===== config.mk =====
export PLATFORM = sky130hd
export DESIGN_NAME = seg7_pattern_reader_flat
export DESIGN_NICKNAME = d
export VERILOG_FILES = /design/src/rtl/seg7_pattern_reader_if.sv /design/src/rtl/seg7_pattern_reader.sv /design/src/flat_wrapper.sv
export SDC_FILE = /design/constraint.sdc
export NUM_CORES = 1
export LEC_CHECK = 0
export CORE_MARGIN = 2
export CORE_UTILIZATION = 54
export DETAILED_ROUTE_END_ITERATION = 10
export GPL_TIMING_DRIVEN = 0
export PLACE_DENSITY = 0.83
export SLEW_MARGIN = 20
export SYNTH_ARGS = -nofsm -noshare
export SYNTH_HDL_FRONTEND = slang
export SYNTH_SLANG_ARGS = --single-unit

===== constraint.sdc =====
create_clock -name clk -period 2.5 [get_ports clk]
set_input_delay 0.25 -clock clk [delete_from_list [all_inputs] [get_ports clk]]
set_output_delay 0.25 -clock clk [all_outputs]
set_load 0.01 [all_outputs]

===== src/rtl/seg7_pattern_reader_if.sv =====
// seg7_pattern_reader_if: segment bus in, decoded digit handshake and status out
interface seg7_pattern_reader_if;
  logic [6:0] seg_in;
  logic       digit_ready;
  logic [3:0] digit;
  logic       digit_valid;
  logic       blank;
  logic       err_pulse;
  logic [7:0] err_count;
  logic       overrun;
  modport master (
    output seg_in, digit_ready,
    input  digit, digit_valid, blank, err_pulse, err_count, overrun
  );
  modport slave (
    input  seg_in, digit_ready,
    output digit, digit_valid, blank, err_pulse, err_count, overrun
  );
endinterface


===== src/rtl/seg7_pattern_reader.sv =====
// seg7_pattern_reader: debounces an active-low 7-segment bus and decodes stable glyphs to hex digits
module seg7_pattern_reader #(
  parameter int STABLE_CYCLES = 4
) (
  input logic clk,
  input logic reset,
  seg7_pattern_reader_if.slave bus
);
  localparam logic [7:0] STABLE = 8'(STABLE_CYCLES);
  localparam logic [6:0] BLANK = 7'h7F;
  localparam logic [15:0][6:0] GLYPHS = {
    7'h0E, 7'h06, 7'h21, 7'h46, 7'h03, 7'h08, 7'h10, 7'h00,
    7'h78, 7'h02, 7'h12, 7'h19, 7'h30, 7'h24, 7'h79, 7'h40
  };
  typedef enum logic {IDLE, PEND} state_t;
  state_t state_q, state_d;
  logic [6:0] sample_q, sample_d, last_q, last_d;
  logic [7:0] cnt_q, cnt_d, err_count_q, err_count_d;
  logic [3:0] digit_q, digit_d, val;
  logic blank_q, blank_d, err_q, err_d, overrun_q, overrun_d;
  logic legal, accept, load, xfer, bad;
  always_comb begin
    legal = 1'b0;
    val = 4'd0;
    for (int i = 0; i < 16; i++)
      if (sample_q == GLYPHS[i]) begin
        legal = 1'b1;
        val = 4'(i);
      end
    sample_d = bus.seg_in;
    cnt_d = (bus.seg_in != sample_q) ? 8'd1 : (cnt_q == STABLE ? cnt_q : cnt_q + 8'd1);
    // a pattern is reported once; returning to the last reported one after a short glitch is silent
    accept = (cnt_q == STABLE) && (sample_q != last_q);
    last_d = accept ? sample_q : last_q;
    load = accept && legal;
    xfer = (state_q == PEND) && bus.digit_ready;
    bad = accept && !legal && (sample_q != BLANK);
    state_d = load ? PEND : (xfer ? IDLE : state_q);
    digit_d = load ? val : digit_q;
    overrun_d = overrun_q | (load && (state_q == PEND) && !bus.digit_ready);
    blank_d = accept ? (sample_q == BLANK) : blank_q;
    err_d = bad;
    err_count_d = (bad && err_count_q != 8'hFF) ? err_count_q + 8'd1 : err_count_q;
  end
  always_ff @(posedge clk) begin
    if (reset) begin
      state_q <= IDLE;
      sample_q <= BLANK;
      cnt_q <= STABLE;
      last_q <= BLANK;
      digit_q <= 4'd0;
      blank_q <= 1'b1;
      err_q <= 1'b0;
      err_count_q <= 8'd0;
      overrun_q <= 1'b0;
    end else begin
      state_q <= state_d;
      sample_q <= sample_d;
      cnt_q <= cnt_d;
      last_q <= last_d;
      digit_q <= digit_d;
      blank_q <= blank_d;
      err_q <= err_d;
      err_count_q <= err_count_d;
      overrun_q <= overrun_d;
    end
  end
  assign bus.digit = digit_q;
  assign bus.digit_valid = (state_q == PEND);
  assign bus.blank = blank_q;
  assign bus.err_pulse = err_q;
  assign bus.err_count = err_count_q;
  assign bus.overrun = overrun_q;
endmodule


===== src/flat_wrapper.sv =====
// flat-port wrapper written by rule: the top's interface ports become plain ports
module seg7_pattern_reader_flat 
#(
  parameter int STABLE_CYCLES = 4
)
  (clk, reset, bus_seg_in, bus_digit_ready, bus_digit, bus_digit_valid, bus_blank, bus_err_pulse, bus_err_count, bus_overrun);
  seg7_pattern_reader_if bus_i ();
  input logic clk;
  input logic reset;
  input wire logic [$bits(bus_i.seg_in)-1:0] bus_seg_in;
  input wire logic [$bits(bus_i.digit_ready)-1:0] bus_digit_ready;
  output wire logic [$bits(bus_i.digit)-1:0] bus_digit;
  output wire logic [$bits(bus_i.digit_valid)-1:0] bus_digit_valid;
  output wire logic [$bits(bus_i.blank)-1:0] bus_blank;
  output wire logic [$bits(bus_i.err_pulse)-1:0] bus_err_pulse;
  output wire logic [$bits(bus_i.err_count)-1:0] bus_err_count;
  output wire logic [$bits(bus_i.overrun)-1:0] bus_overrun;
  assign bus_i.seg_in = bus_seg_in;
  assign bus_i.digit_ready = bus_digit_ready;
  assign bus_digit = bus_i.digit;
  assign bus_digit_valid = bus_i.digit_valid;
  assign bus_blank = bus_i.blank;
  assign bus_err_pulse = bus_i.err_pulse;
  assign bus_err_count = bus_i.err_count;
  assign bus_overrun = bus_i.overrun;
  seg7_pattern_reader #(.STABLE_CYCLES(STABLE_CYCLES)) u_core (.clk(clk), .reset(reset), .bus(bus_i));
endmodule

; Yosys cells after proc, flatten, opt, wreduce, memory -nomap -nowiden
; Cells that the tools add are included.
[totals]
regBits = 38
output_inout_bits = 16
elab_cells = 83
[classes]
addsub = 2
n_eq_ne = 22
n_mux = 35
bitwise = 1
reduce_logical = 13
[ops]
columns = op, count
row1 = $mux W4, 14
row2 = $eq A7 B7 Y1 const B, 5
row3 = $eq A7 B5 Y1 const B, 3
row4 = $eq A7 B6 Y1 const B, 3
row5 = $mux W1, 19
row6 = $add A8 B1 Y8 const B, 2
row7 = $eq A7 B2 Y1 const B, 2
row8 = $eq A7 B4 Y1 const B, 2
row9 = $ne A7 B7 Y1, 2
row10 = $eq A8 B3 Y1 const B, 1
row11 = $logic_and A1 B1 Y1, 8
row12 = $ne A8 B8 Y1 const B, 1
row13 = $eq A7 B3 Y1 const B, 1
row14 = $logic_not A7 Y1, 1
row15 = $ne A7 B7 Y1 const B, 1
row16 = $mux W3, 2
row17 = $logic_not A1 Y1, 2
row18 = $ne A2 B1 Y1 const B, 1
row19 = $reduce_bool A2 Y1, 1
row20 = $reduce_or A2 Y1, 1
row21 = $or A1 B1 Y1, 1

; Logic depth before layout (Yosys ltp)
; Gate-level depths: netlist of the first run.
[depth]
word_depth = 21
mapped_depth = 9
mapped_depth_nobuf = 8

; Least setup slack after synthesis of the first run
; No wires, ideal clock.
[synth_path]
path_type = register to register
from = register u_core.cnt_q[0]
to = register u_core.err_count_q[5], in the netlist u_core.bus.err_count[5]
setup_ns = 0.132
t_arrival_ns = 2.040
required_ns = 2.368
setup_slack_ns = 0.328
path_stages_with_launch = 10
path_buffers = 1
cell_sequence = dfxtp_1 > inv_1 > ha_1 > and4bb_2 > nand2_2 > a41oi_2 > o31ai_1 > clkbuf_1 > o41ai_1 > a21oi_1
[synth_between]
elab_chain_len = 5
[synth_lines]
columns = item, line
row1 = start: declaration, seg7_pattern_reader.sv:18  ; logic [7:0] cnt_q, cnt_d, err_count_q, err_count_d;
row2 = start signal: assignment, seg7_pattern_reader.sv:59  ; cnt_q <= cnt_d;
row3 = $eq A8 B3 Y1, seg7_pattern_reader.sv:33  ; accept = (cnt_q == STABLE) && (sample_q != last_q);
row4 = $logic_and A1 B1 Y1, seg7_pattern_reader.sv:33
row5 = $logic_and A1 B1 Y1 (2 in series), seg7_pattern_reader.sv:37  ; bad = accept && !legal && (sample_q != BLANK);
row6 = $logic_and A1 B1 Y1, seg7_pattern_reader.sv:43  ; err_count_d = (bad && err_count_q != 8'hFF) ? err_count_q + 8'd1 : err_count_q;
row7 = end signal: assignment, seg7_pattern_reader.sv:64  ; err_count_q <= err_count_d;
row8 = end: declaration, seg7_pattern_reader.sv:18
; Every way passes these cells.
; A chain may end at the register's enable or synchronous reset.

; Worst setup path after layout of the first run
; Same ends and word-level chain as after synthesis.

==> qor.txt, run 1 <==
status: finished, final reports clean
Max-Cap Viols: 0
CP max FO: 10
cell count after synthesis: 227
clock power share: 0.389
drt first pass iters: 5
prevailing post-synth register cell: dfxtp_1
sw frac: 0.2481
final net count: 273
actual slew at the worst max-slew pin: 0.6960 ns
Crit. End Element: flop
crit path time final: 2.290 ns
Die Height: 64.58 um
Worst-Skew Late Latency: 0.29 ns
switching power total: 0.3284 mW
hold_buf cts: 0
antenna cells: 0
Core Area: 0.003606 mm^2
pwr/cell area: 545.7 mW/mm^2
CP startpoint kind: flop
Worst EP required: 2.67 ns
Final Instance Count excl. Fillers: 309
initial DRC count: 188
post-DP HPWL: 3.027 mm
uppermost layer routed: met4
# DRC: 0
YS warnings: 0
TNS Setup: 0 ns
Layout area overhead: 22.41%
met1 WL: 2.001 mm
CP max stage delay: 0.34 ns
largest net degree at the start of global routing: 13
synthesized area: 0.001982 mm^2
wire length per cell: 14.13 um
Fill cells: 295
WS Path Type: flop to flop
CP max-delay cell: o41ai_1
Top delay family on crit path: compound AO/OA/AOI/OAI gates
Clk pin slew, worst setup/hold paths: 0.08 ns
worst-path cell chain: inv_1, ha_1, and4bb_2, nand2_2, a41oi_4, o31ai_2, buf_2, o41ai_1, a21oi_1
initial antenna violation count: 0
Pins Over Slew Limit: 0
Synth area leader: dfxtp_1
vias in the first global route: 1594
Worst slew margin: 0.5320
Cell Count Post-Placement: 300
Mapped Nets: 240
Final Hold Fails: 0
Routed WL: 4.367 mm
wire length on met3: 197 um
Buf/Inv on CP: 2
CTS max path bufs: 2
I/O pin count: 26
Hold Path Class: flop to flop
routability cong.: 0.8876
Synth top area share: 0.3838
Leak Pwr: 0.8393 nW
remaining global-route overflow: 0
IO buf count: 25
share of cells above drive strength 1: 0.1533
routed wl met2: 2.110 mm
GRT Resource Usage Total: 0.2276
Sink Count: 38
Yosys reg bits: 38
Die Width: 64.58 um
R2R Setup Slk: 0.21 ns
Data arrival, critical path: 2.46 ns
Setup violations, final: 0
Syn Area/Cell: 8.731 um^2
fin crit share: 0.9161
RSZ-0062 raised after global routing: no
power share of the combinational group: 0.127
Yosys cell types: 52
Seq pwr share: 0.483
Max Clock Skew: 0.009863 ns
worst vdd ir: 482.6 uV
Initial Util: 0.5496
top post-synthesis cells by area: dfxtp_1 (38%), xor2_1 (5.7%), xnor2_1 (4.0%), nand3_1 (3.8%), a21oi_1 (3.5%)
Root Driver: clkbuf_8
CTS tree: yes
total die area: 0.004171 mm^2
Post-synth ARST share: 0
number of synthesized flops with an enable pin: 0
first-pass GRT wire length: 7.348 mm
Cell Rows: 22
Max Fclk: 436.6 MHz
DR vias/cell: 5.586
htree depth: 2
post-route ant nets: 0
CTS buffer count: 5
Seq/Total Area, Yosys: 0.3838
via count: 1726
cell internal pwr: 0.9955 mW
==> per-layer routing <==
layer | global-route usage | vias up
li1 | - | 884
met1 | 0.2965 | 783
met2 | 0.3659 | 53
met3 | 0.05035 | 6
met4 | 0.09309 | 0
met5 | 0 | -
==> worst register-to-register path, delay by kind of cell, from the launching register on <==
family,cells,cell delay (ns)
AO/OA/AOI/OAI,4,0.87
AND/OR/NAND/NOR,2,0.46
buffers and inverters,2,0.34
flip-flops,1,0.33
adder cells (fa/ha/maj),1,0.17
==> power by group through the flow <==
stage               combinational, mW  clock (mW)  sequential [mW]
floorplan                       0.106           0            0.653
global placement                0.155           0            0.653
detailed placement              0.160           0            0.653
CTS                             0.166       0.527            0.640
global route                    0.185       0.545            0.642
finish                          0.169       0.515            0.640
==> synth_stat cells (3+ instances only) <==
cell type / number
or4_1: 7
nand3b_1: 5
nand3_1: 15
or2_2: 9
clkbuf_1: 5
dfxtp_1: 38
nor3_1: 9
a21oi_1: 14
o21ai_0: 3
ha_1: 3
xnor2_1: 9
o31ai_1: 7
nor2_1: 18
buf_2: 4
nand2_1: 12
xor2_1: 13
nand2b_1: 4
inv_1: 5
or3_1: 3
==> state kept, by name (all words and copies together) (netlist names) <==
name                    cells
u_core.bus.digit_valid      1
u_core.sample_q             7
u_core.bus.digit            4
u_core.bus.err_pulse        1
u_core.bus.overrun          1
u_core.bus.blank            1
u_core.last_q               7
u_core.bus.err_count        8
u_core.cnt_q                8
==> layout by cell type, fill, tap and decap left out, types with 6 or more instances in the layout <==
master	n
xnor2_1	9
dfxtp_1	38
nor3_1	9
or4_1	7
clkdlybuf4s50_1	25
o31ai_1	6
nor2_1	18
a21oi_1	14
or2_2	9
xor2_1	13
nand2_1	12
nand3_1	15
==> cell type report <==
class,instances,area (um^2),share of cell area
Sequential cell,38,760.7,0.3136
Buffer,13,77.57,0.03198
Tap cell,48,60.06,0.02475
Timing Repair Buffer,26,257.7,0.1062
Inverter,7,26.28,0.01083
Clock buffer,5,68.82,0.02837
Clock inverter,3,40.04,0.01650
Multi-Input combinational cell,169,1135,0.4678
==> final timing paths <==
path,cells past startpoint,start,to
worst max-delay path,9,u_core.cnt_q[0],u_core.bus.err_count[5]
worst min register to register,2,u_core.bus.digit[0],u_core.bus.digit[0]
worst max register to register,9,u_core.cnt_q[0],u_core.bus.err_count[5]
worst min-delay path,2,u_core.bus.digit[0],u_core.bus.digit[0]
==> logic make-up after synthesis <==
family / count (synthesis) / share of synthesized area
DFF: 38 / 0.3838
xor gates and xnor gates: 22 / 0.09722
AOI/OAI and AO/OA: 46 / 0.1679
and+or+nand+nor: 98 / 0.2803
buffers and inverters: 20 / 0.05177
adders and majority gates: 3 / 0.01894
==> what timing repair did <==
| item | CTS | global route |
|---|---|---|
| setup endpoints to repair | 6 | 8 |
| buffers inserted | 0 | 1 |
| resized for setup | 2 | 3 |
| hold endpoints to repair | 0 | 0 |
==> stage by stage <==
step	util	instance area (um^2)	worst slack, ns	hold slack [ns]	total power, mW
after floorplan	-	1982	0.3279	0.3538	0.7585
after global placement	0.6357	2292	-0.1021	0.4301	0.8080
after detailed placement	0.6357	2292	-0.09169	0.4337	0.8130
after CTS	0.6704	2417	0.01547	0.4460	1.333
after global routing	0.6728	2426	0.01499	0.4792	1.371
final	0.6728	2426	0.2098	0.4468	1.324
(Power assumes the default switching activity.)
==> run 2, diff against run 1 <==
--- a/config.mk
+++ b/config.mk
@@ -5,6 +5,7 @@
 export SDC_FILE = /design/constraint.sdc
 export NUM_CORES = 1
 export LEC_CHECK = 0
+export ABC_CLOCK_PERIOD_IN_PS = 2500
 export CORE_MARGIN = 2
 export CORE_UTILIZATION = 54
 export DETAILED_ROUTE_END_ITERATION = 10
==> results of run 2 <==
No change in the layout: final DEF, timing and power equal those of run 1.
